## config.mk

```make
export PLATFORM = sky130hd
export DESIGN_NAME = multicycle_control
export DESIGN_NICKNAME = d
export VERILOG_FILES = /design/src/rtl/multicycle_control_pkg.sv /design/src/rtl/multicycle_control_output_decoder.sv /design/src/rtl/multicycle_control.sv
export SDC_FILE = /design/constraint.sdc
export NUM_CORES = 1
export LEC_CHECK = 0
export CORE_MARGIN = 5
export CORE_UTILIZATION = 50
export DETAILED_ROUTE_END_ITERATION = 16
export PLACE_DENSITY_LB_ADDON = 0.08
export SYNTH_ARGS = -nofsm -noshare
export SYNTH_HDL_FRONTEND = slang
export SYNTH_SLANG_ARGS = --single-unit
```

## constraint.sdc

```tcl
create_clock -name clk -period 3.1 [get_ports clk]
set_clock_uncertainty 0.15 [all_clocks]
set_input_delay 0.31 -clock clk [delete_from_list [all_inputs] [get_ports clk]]
set_output_delay 0.31 -clock clk [all_outputs]
set_load 0.1 [all_outputs]
```

## src/rtl/multicycle_control_pkg.sv

```systemverilog
// Shared definitions for the multicycle controller: FSM states, opcodes,
// ALU operation encodings, datapath select encodings and the control word.
package multicycle_control_pkg;

   typedef enum logic [3:0] {
      FETCH,
      DECODE,
      MEMADR,
      MEMRD,
      MEMWB,
      MEMWR,
      EXECUTE,
      ALUWB,
      BEQ,
      ADDIEX,
      ADDIWB,
      JUMP
   } stateT;

   // Primary opcodes taken from instr[31:26]
   typedef enum logic [5:0] {
      OP_RTYPE = 6'b000000,
      OP_J     = 6'b000010,
      OP_BEQ   = 6'b000100,
      OP_ADDI  = 6'b001000,
      OP_LW    = 6'b100011,
      OP_SW    = 6'b101011
   } opcodeT;

   // aluOp as seen by the ALU decoder; the ALU decoder uses this same type
   typedef enum logic [1:0] {
      ALUOP_ADD   = 2'b00,
      ALUOP_SUB   = 2'b01,
      ALUOP_FUNCT = 2'b10
   } aluOpT;

   // Second ALU operand: register B, constant 4, sign-extended immediate,
   // or the shifted immediate used for the branch target
   typedef enum logic [1:0] {
      SRCB_REG    = 2'b00,
      SRCB_FOUR   = 2'b01,
      SRCB_IMM    = 2'b10,
      SRCB_BRANCH = 2'b11
   } srcBT;

   // Next PC: ALU result, registered ALU result (branch target), jump target
   typedef enum logic [1:0] {
      PCSRC_ALU    = 2'b00,
      PCSRC_TARGET = 2'b01,
      PCSRC_JUMP   = 2'b10
   } pcSrcT;

   // Raw per-state control word, before any mem_ready/zero qualification
   typedef struct packed {
      logic       memReq;
      logic       iOrD;
      logic       irWrite;
      logic       pcWrite;
      logic       branch;
      logic       regDst;
      logic       memToReg;
      logic       regWrite;
      logic       memWrite;
      logic       aluSrcA;
      logic [1:0] aluSrcB;
      logic [1:0] pcSrc;
      logic [1:0] aluOp;
   } ctrlWordT;

   // True for every opcode the controller knows how to sequence
   function automatic logic isSupported(input logic [5:0] op);
      case (op)
         OP_RTYPE, OP_J, OP_BEQ, OP_ADDI, OP_LW, OP_SW: return 1'b1;
         default:                                       return 1'b0;
      endcase
   endfunction

endpackage

```

## src/rtl/multicycle_control_output_decoder.sv

```systemverilog
// Pure state-to-control-word map for the multicycle controller. Strobes that
// depend on mem_ready or zero are emitted unqualified; the top gates them.
import multicycle_control_pkg::*;

module mc_output_decoder (
   input  stateT    i_state,
   output ctrlWordT o_ctrl
);

   // Map each FSM state to its raw control word; anything unlisted stays 0
   always_comb begin
      o_ctrl = '0;
      case (i_state)
         FETCH: begin
            o_ctrl.memReq  = 1'b1;
            o_ctrl.irWrite = 1'b1;
            o_ctrl.pcWrite = 1'b1;
            o_ctrl.aluSrcB = SRCB_FOUR;
            o_ctrl.aluOp   = ALUOP_ADD;
            o_ctrl.pcSrc   = PCSRC_ALU;
         end
         DECODE: begin
            o_ctrl.aluSrcB = SRCB_BRANCH;
            o_ctrl.aluOp   = ALUOP_ADD;
         end
         MEMADR: begin
            o_ctrl.aluSrcA = 1'b1;
            o_ctrl.aluSrcB = SRCB_IMM;
            o_ctrl.aluOp   = ALUOP_ADD;
         end
         MEMRD: begin
            o_ctrl.memReq = 1'b1;
            o_ctrl.iOrD   = 1'b1;
         end
         MEMWB: begin
            o_ctrl.memToReg = 1'b1;
            o_ctrl.regWrite = 1'b1;
         end
         MEMWR: begin
            o_ctrl.memReq   = 1'b1;
            o_ctrl.iOrD     = 1'b1;
            o_ctrl.memWrite = 1'b1;
         end
         EXECUTE: begin
            o_ctrl.aluSrcA = 1'b1;
            o_ctrl.aluSrcB = SRCB_REG;
            o_ctrl.aluOp   = ALUOP_FUNCT;
         end
         ALUWB: begin
            o_ctrl.regDst   = 1'b1;
            o_ctrl.regWrite = 1'b1;
         end
         BEQ: begin
            o_ctrl.aluSrcA = 1'b1;
            o_ctrl.aluSrcB = SRCB_REG;
            o_ctrl.aluOp   = ALUOP_SUB;
            o_ctrl.pcSrc   = PCSRC_TARGET;
            o_ctrl.branch  = 1'b1;
         end
         ADDIEX: begin
            o_ctrl.aluSrcA = 1'b1;
            o_ctrl.aluSrcB = SRCB_IMM;
            o_ctrl.aluOp   = ALUOP_ADD;
         end
         ADDIWB: begin
            o_ctrl.regWrite = 1'b1;
         end
         JUMP: begin
            o_ctrl.pcSrc   = PCSRC_JUMP;
            o_ctrl.pcWrite = 1'b1;
         end
         default: ;
      endcase
   end

endmodule

```

## src/rtl/multicycle_control.sv

```systemverilog
// Multicycle MIPS-style main controller. Sequences fetch/decode/execute
// states, holds on memory handshakes and qualifies PC and IR strobes.
import multicycle_control_pkg::*;

module multicycle_control (
   input  logic       clk,
   input  logic       rst_n,
   input  logic [5:0] opcode,
   input  logic       zero,
   input  logic       mem_ready,
   output logic       mem_req,
   output logic       iOrD,
   output logic       irWrite,
   output logic       regDst,
   output logic       memToReg,
   output logic       regWrite,
   output logic       memWrite,
   output logic       aluSrcA,
   output logic [1:0] aluSrcB,
   output logic [1:0] pcSrc,
   output logic [1:0] aluOp,
   output logic       pcEn,
   output logic       illegal_op
);

   stateT      r_state;
   stateT      w_nextState;
   logic [5:0] r_opcode;
   logic       r_run;
   ctrlWordT   w_rawCtrl;
   ctrlWordT   w_ctrl;

   // r_run stays low through reset so the first FETCH starts on the first
   // clock edge after release, not while reset is still being deasserted
   always_ff @(posedge clk or negedge rst_n) begin
      if (!rst_n) begin
         r_state <= FETCH;
         r_run   <= 1'b0;
      end else begin
         r_state <= w_nextState;
         r_run   <= 1'b1;
      end
   end

   // Capture the opcode in DECODE so MEMADR routes on a stable value
   always_ff @(posedge clk or negedge rst_n) begin
      if (!rst_n) begin
         r_opcode <= 6'b000000;
      end else if (r_state == DECODE) begin
         r_opcode <= opcode;
      end
   end

   // Next-state selection; only FETCH/MEMRD/MEMWR look at mem_ready
   always_comb begin
      w_nextState = r_state;
      case (r_state)
         FETCH: begin
            if (r_run && mem_ready) w_nextState = DECODE;
         end
         DECODE: begin
            case (opcode)
               OP_LW, OP_SW: w_nextState = MEMADR;
               OP_RTYPE:     w_nextState = EXECUTE;
               OP_BEQ:       w_nextState = BEQ;
               OP_ADDI:      w_nextState = ADDIEX;
               OP_J:         w_nextState = JUMP;
               default:      w_nextState = FETCH;
            endcase
         end
         MEMADR:  w_nextState = (r_opcode == OP_LW) ? MEMRD : MEMWR;
         MEMRD:   w_nextState = mem_ready ? MEMWB : MEMRD;
         MEMWB:   w_nextState = FETCH;
         MEMWR:   w_nextState = mem_ready ? FETCH : MEMWR;
         EXECUTE: w_nextState = ALUWB;
         ALUWB:   w_nextState = FETCH;
         BEQ:     w_nextState = FETCH;
         ADDIEX:  w_nextState = ADDIWB;
         ADDIWB:  w_nextState = FETCH;
         JUMP:    w_nextState = FETCH;
         default: w_nextState = FETCH;
      endcase
   end

   mc_output_decoder u_outputDecoder (
      .i_state (r_state),
      .o_ctrl  (w_rawCtrl)
   );

   // Qualify fetch strobes with mem_ready, silence everything until running,
   // and form pcEn from the unconditional and branch-taken PC writes
   always_comb begin
      w_ctrl = w_rawCtrl;
      if (r_state == FETCH) begin
         w_ctrl.irWrite = w_rawCtrl.irWrite & mem_ready;
         w_ctrl.pcWrite = w_rawCtrl.pcWrite & mem_ready;
      end
      if (!r_run) begin
         w_ctrl = '0;
      end
      mem_req    = w_ctrl.memReq;
      iOrD       = w_ctrl.iOrD;
      irWrite    = w_ctrl.irWrite;
      regDst     = w_ctrl.regDst;
      memToReg   = w_ctrl.memToReg;
      regWrite   = w_ctrl.regWrite;
      memWrite   = w_ctrl.memWrite;
      aluSrcA    = w_ctrl.aluSrcA;
      aluSrcB    = w_ctrl.aluSrcB;
      pcSrc      = w_ctrl.pcSrc;
      aluOp      = w_ctrl.aluOp;
      pcEn       = w_ctrl.pcWrite | (w_ctrl.branch & zero);
      illegal_op = r_run & (r_state == DECODE) & ~isSupported(opcode);
   end

endmodule

```

* After elaboration in Yosys (flattened, before gate mapping)
Cells that the tools add are included.
** Storage, ports and cells
- Logic and storage cells :: 61
- Input bits :: 10
- Memories kept :: 0
- RAM bits :: 0
- Output and inout port bits :: 16
- Bits in latches :: 0
- Flip-flop bits (word level) :: 11
- ROM bits :: 0
** Cells by class
- Multiplexer cells :: 22
- Order comparisons :: 0
- Bitwise logic cells :: 7
- Multiply operators :: 0
- Reductions and logical operators :: 11
- Eq/ne operators :: 18
- Add/subtract/negate cells :: 0
- Shifts and indexed selects :: 0
- Div/mod/pow operators :: 0
** Operator list (count)
- 4-bit one-hot mux with 7 select lines :: 1
- 4-bit one-hot mux with 5 select lines :: 1
- 6-bit == test, second input constant :: 3
- 4-bit by 3-bit == test with 1-bit output, second input constant :: 4
- 4-bit == test, second input constant :: 4
- 16-bit two-way mux :: 1
- 1-bit two-way mux :: 11
- 3-bit two-way mux :: 3
- 4-bit by 2-bit == test with 1-bit output, second input constant :: 2
- 2-bit one-hot mux with 2 select lines :: 2
- 2-bit OR reduction :: 4
- 6-bit by 2-bit == test with 1-bit output, second input constant :: 1
- 6-bit by 3-bit == test with 1-bit output, second input constant :: 1
- 6-bit by 4-bit == test with 1-bit output, second input constant :: 1
- 6-bit logical NOT :: 1
- 2-bit one-hot mux with 3 select lines :: 1
- 3-bit OR reduction :: 2
- 6-bit OR reduction :: 1
- 1-bit bitwise AND :: 5
- 4-bit by 1-bit == test with 1-bit output, second input constant :: 1
- 4-bit logical NOT :: 1
- 4-bit two-way mux :: 1
- 4-bit OR reduction :: 1
- 2-bit two-way mux :: 1
- 4 further kinds :: 4

* Depth between registers and ports, before layout
- Word-level depth :: 8
- Depth in mapped cells :: 5
- Gate-level depth less buffers :: 3

* Hierarchy
From an unflattened synthesis, not the netlist that was laid out.
** Second synthesis, totals
- Cell total of the unflattened synthesis :: 121
- Area total of the unflattened synthesis :: 1022.2 sq um
** Modules (own cells, without submodules)
- multicycle_control :: area an instance 789.5 sq um, cells each 86, times used 1, seq. area each 275.3 sq um
- mc_output_decoder :: area an instance 232.7 sq um, cells each 35, times used 1, seq. area each 0.0 sq um

* Least setup slack after synthesis
No wires, ideal clock.
- Path type :: reg2out
- Start point :: register r_state[1]
- End point :: output aluSrcA
- Required time :: 2.640 ns
- Path buffers :: 1
- Stages on the path, launching flop included :: 4
- Arrival :: 3.160 ns
- Setup slack :: -0.520 ns
- Path through :: dfrtp_1 > buf_2 > or3_1 > a21boi_0
** On the way
- Word-level cells in the longest chain between the ends :: 4
- Elaborated cells on any way between the ends :: 7
- Classes of those cells :: 4 x eq/ne; 2 x mux; 1 x reduce/logical
** Ends and longest elaborated chain
- start, declared :: RTL line multicycle_control.sv:26 : stateT r_state;
- start signal, assigned :: RTL line multicycle_control.sv:40 : r_state <= w_nextState;
- 4-bit by 3-bit == test with 1-bit output (tied with other cells) :: RTL line multicycle_control_output_decoder.sv:13 : case (i_state)
- 4-bit OR reduction (no source line) (*)
- 1-bit two-way mux (*) :: RTL line multicycle_control_output_decoder.sv:13
- 16-bit two-way mux (*) :: RTL line multicycle_control.sv:98 : if (!r_run) begin
- end, declared :: RTL line multicycle_control.sv:18 : output logic aluSrcA,
Every way passes the cells marked *; elsewhere a longest branch is shown, timed or not.

* Worst setup path in the final report
- Start point :: register r_state[3]
- End point :: output aluSrcA
The elaborated chain is that of the path after synthesis.

==> key figures <==
Drt
  – Via/cell ratio: 5.740
  – Met2 wire length: 1.032 mm
  – DR top layer: met3
  – Vias: 861
  – WL met3: 100 um
  – Met1 WL: 940 um
  – DR pass1 iterations: 4
  – Routed length per instance: 13.83 um
  – DR iter-0 viols: 11
  – Drc violations: 0
  – WL final: 2.074 mm
  – Antenna viol nets, final: 0

Power
  – Worst vdd ir: 415.7 uV
  – Pwr Total: 0.0008083 W
  – Leak: 0.4573 nW
  – Pwr dens: 710.7 nW/um2

GRT
  – First-pass GRT wire length: 3.601 mm
  – Largest net degree at the start of global routing: 26
  – Total GRT Usage: 17.08%
  – Vias in the first global route: 820
  – Grt ovf: 0
  – Initial antenna violation count: 0

Final layout
  – Share of layout cells above drive strength 1: 25.60%
  – Non-Filler Instances: 150
  – Layout area overhead: 28.21%
  – Net count reported at finish: 136
  – N_diodes: 0

Setup path
  – Worst R2R Setup Slack: 1.16 ns
  – Worst Path Arrival: 2.06 ns
  – Reg-to-reg endpoint: r_state[0]
  – Crit path kind: flop to output pin
  – R2r startpoint: r_state[1]
  – Cell count along the critical path: 4
  – Launch point of the worst path: r_state[3]
  – Crit path max-delay cell type: dfrtp_1
  – Bufs and invs on worst path: 2
  – Slowest stage delay, CP: 0.72 ns
  – Critical Path End: aluSrcA
  – CP Cell Sequence: inv_1 > or3_1 > a21boi_1 > buf_4
  – Worst Setup End Kind: output pin
  – Critical Path Fanout Max: 18
  – Register-to-Register Path Depth: 3
  – Crit path max-delay family: flip-flops
  – Worst Path Required: 2.64 ns
  – Startpoint Class: flop

Place
  – Detailed placement HPWL: 1.570 mm
  – Pre-CTS WS: 0.8475 ns
  – Cells after DPL: 146
  – GPL Wtd Cong: 0.7999
  – Port Buffers: 25

Worst hold path
  – Hold crit path type: input pin to asynchronous set/reset pin

Clock tree
  – Clock sink count: 11
  – Clk_lat worst skew: 0.26 ns
  – CTS clock-pin slew for the worst setup and hold paths: 0.07 ns
  – # Post-CTS Setup Buffers: 0
  – Root Driver: clkbuf_4
  – CTS Buf Count: 3
  – Number of H-tree levels: 1
  – CTS tree: yes
  – CTS resizes: 0
  – Clock tree buffer depth: 2
  – Hold-fix buffers at CTS: 0

Job
  – MaxCap Viol Count: 0

Yosys
  – Commonest cells in the netlist: dfrtp_1, nor2_1, mux2_2, nor3_1
  – Synth area leaders: dfrtp_1, mux2_2, nor3_1
  – Synthesized area per cell: 8.613 um2
  – Ys async rst share: 100.0%
  – Seq/Total Area, Yosys: 31.03%
  – Yosys reg bits: 11
  – Synth cell types: 38
  – Most frequent cell after synthesis: dfrtp_1
  – Syn Nets: 113
  – Top-area cell type share of the netlist area: 31.03%
  – Prevailing post-synth register cell: dfrtp_1
  – Syn. warnings: 0
  – Number of flops mapped to enable cells by yosys: 0
  – Synth Cell Area: 887.1 um2
  – Synth Instances: 103
  – Largest area contributor in the netlist: dfrtp_1

Timing
  – Final setup margin: 0.5752 ns
  – Worst-margin pin slew: 0.7567 ns
  – Worst rel slew slack: 49.55%
  – Period utilization: 81.44%
  – RSZ-0062 raised after global routing: false
  – Final Hold Fails: 0
  – Fmax: 396.1 MHz
  – # setup viols final: 0
  – Slew Viols, Final: 0
  – Final worst path period need: 2.525 ns

Floorplan
  – Die area: 2716 um2
  – Area of the core: 1708 um2
  – Initial Util: 51.94%
  – Die Y: 52.12 um
  – IO Pins: 26
  – DIE WIDTH: 52.12 um
  – Row cnt: 15

Status
  – Run status: finished clean
## how the worst min path moves through the flow
stage / end / slack [ns] / cells past startpoint
2_1_floorplan: r_opcode[0] / -0.14 / 0
3_3_place_gp: r_opcode[5] / 0.34 / 1
3_5_place_dp: r_opcode[5] / 0.34 / 1
4_1_cts: r_opcode[4] / 0.24 / 1
5_1_grt: r_opcode[3] / 0.28 / 1
6_report: r_opcode[3] / 0.23 / 1
## per-stage QoR
stage                     utilization (%)  hold WS (ns)  instance area (um2)  setup TNS [ns]
after global placement              65.05        0.3368                 1111               0
after global routing                66.59        0.2763                 1137               0
after detailed placement            65.05        0.3443                 1111               0
final                               66.59        0.2291                 1137               0
after floorplan                         -       -0.1356                897.1         -0.9633
after CTS                           66.59        0.2409                 1137               0
## state kept, by name (all words and copies together) (netlist names)
signal and cells:
r_run 1, r_state 4, r_opcode 6
## layout by cell type, fill, tap and decap left out, drive strengths merged, types with 4 or more instances in the layout
master / instances
nor3: 7
nor2: 8
dfrtp: 11
clkbuf: 4
mux2: 7
a21oi: 6
nand2b: 5
nand3: 5
clkdlybuf4s50: 9
buf: 18
## per-layer routing
metal  up-vias  global-route usage (%)
met3         0                   1.719
li1        429                       -
met1       407                   21.77
met4         0                   5.240
met2        25                   29.92
met5         -                       0
## layout make-up
class	count	area (um2)
fillers	144	570.5
multi-input cells	80	568.0
flip-flops and latches	11	275.3
repair buffers	27	225.2
well taps	25	31.28
clock buffers	4	26.28
inverters	3	11.26
## cell families after synthesis
logic type,share of synthesized area (%)
compound gates,15.52
xor+xnor,2.962
buf+inv,6.064
flops,31.03
mux,8.886
other cells,0.4227
simple gates,35.12
## power by group
part | switching [W] | internal [W] | total [W] | leakage (nW)
clock | 0.0000444 | 0.0000497 | 0.0000941 | 0.0150
combinational | 0.000288 | 0.000166 | 0.000454 | 0.306
sequential | 0.0000654 | 0.000195 | 0.000260 | 0.136
total | 0.000398 | 0.000410 | 0.000808 | 0.457
## worst register-to-register path: cells and delay by family, from the launching register on
family,cells,cell delay (ns)
compound gates,1,0.19
flops,1,0.66
simple gates,2,0.86
(Power assumes the default switching activity.)
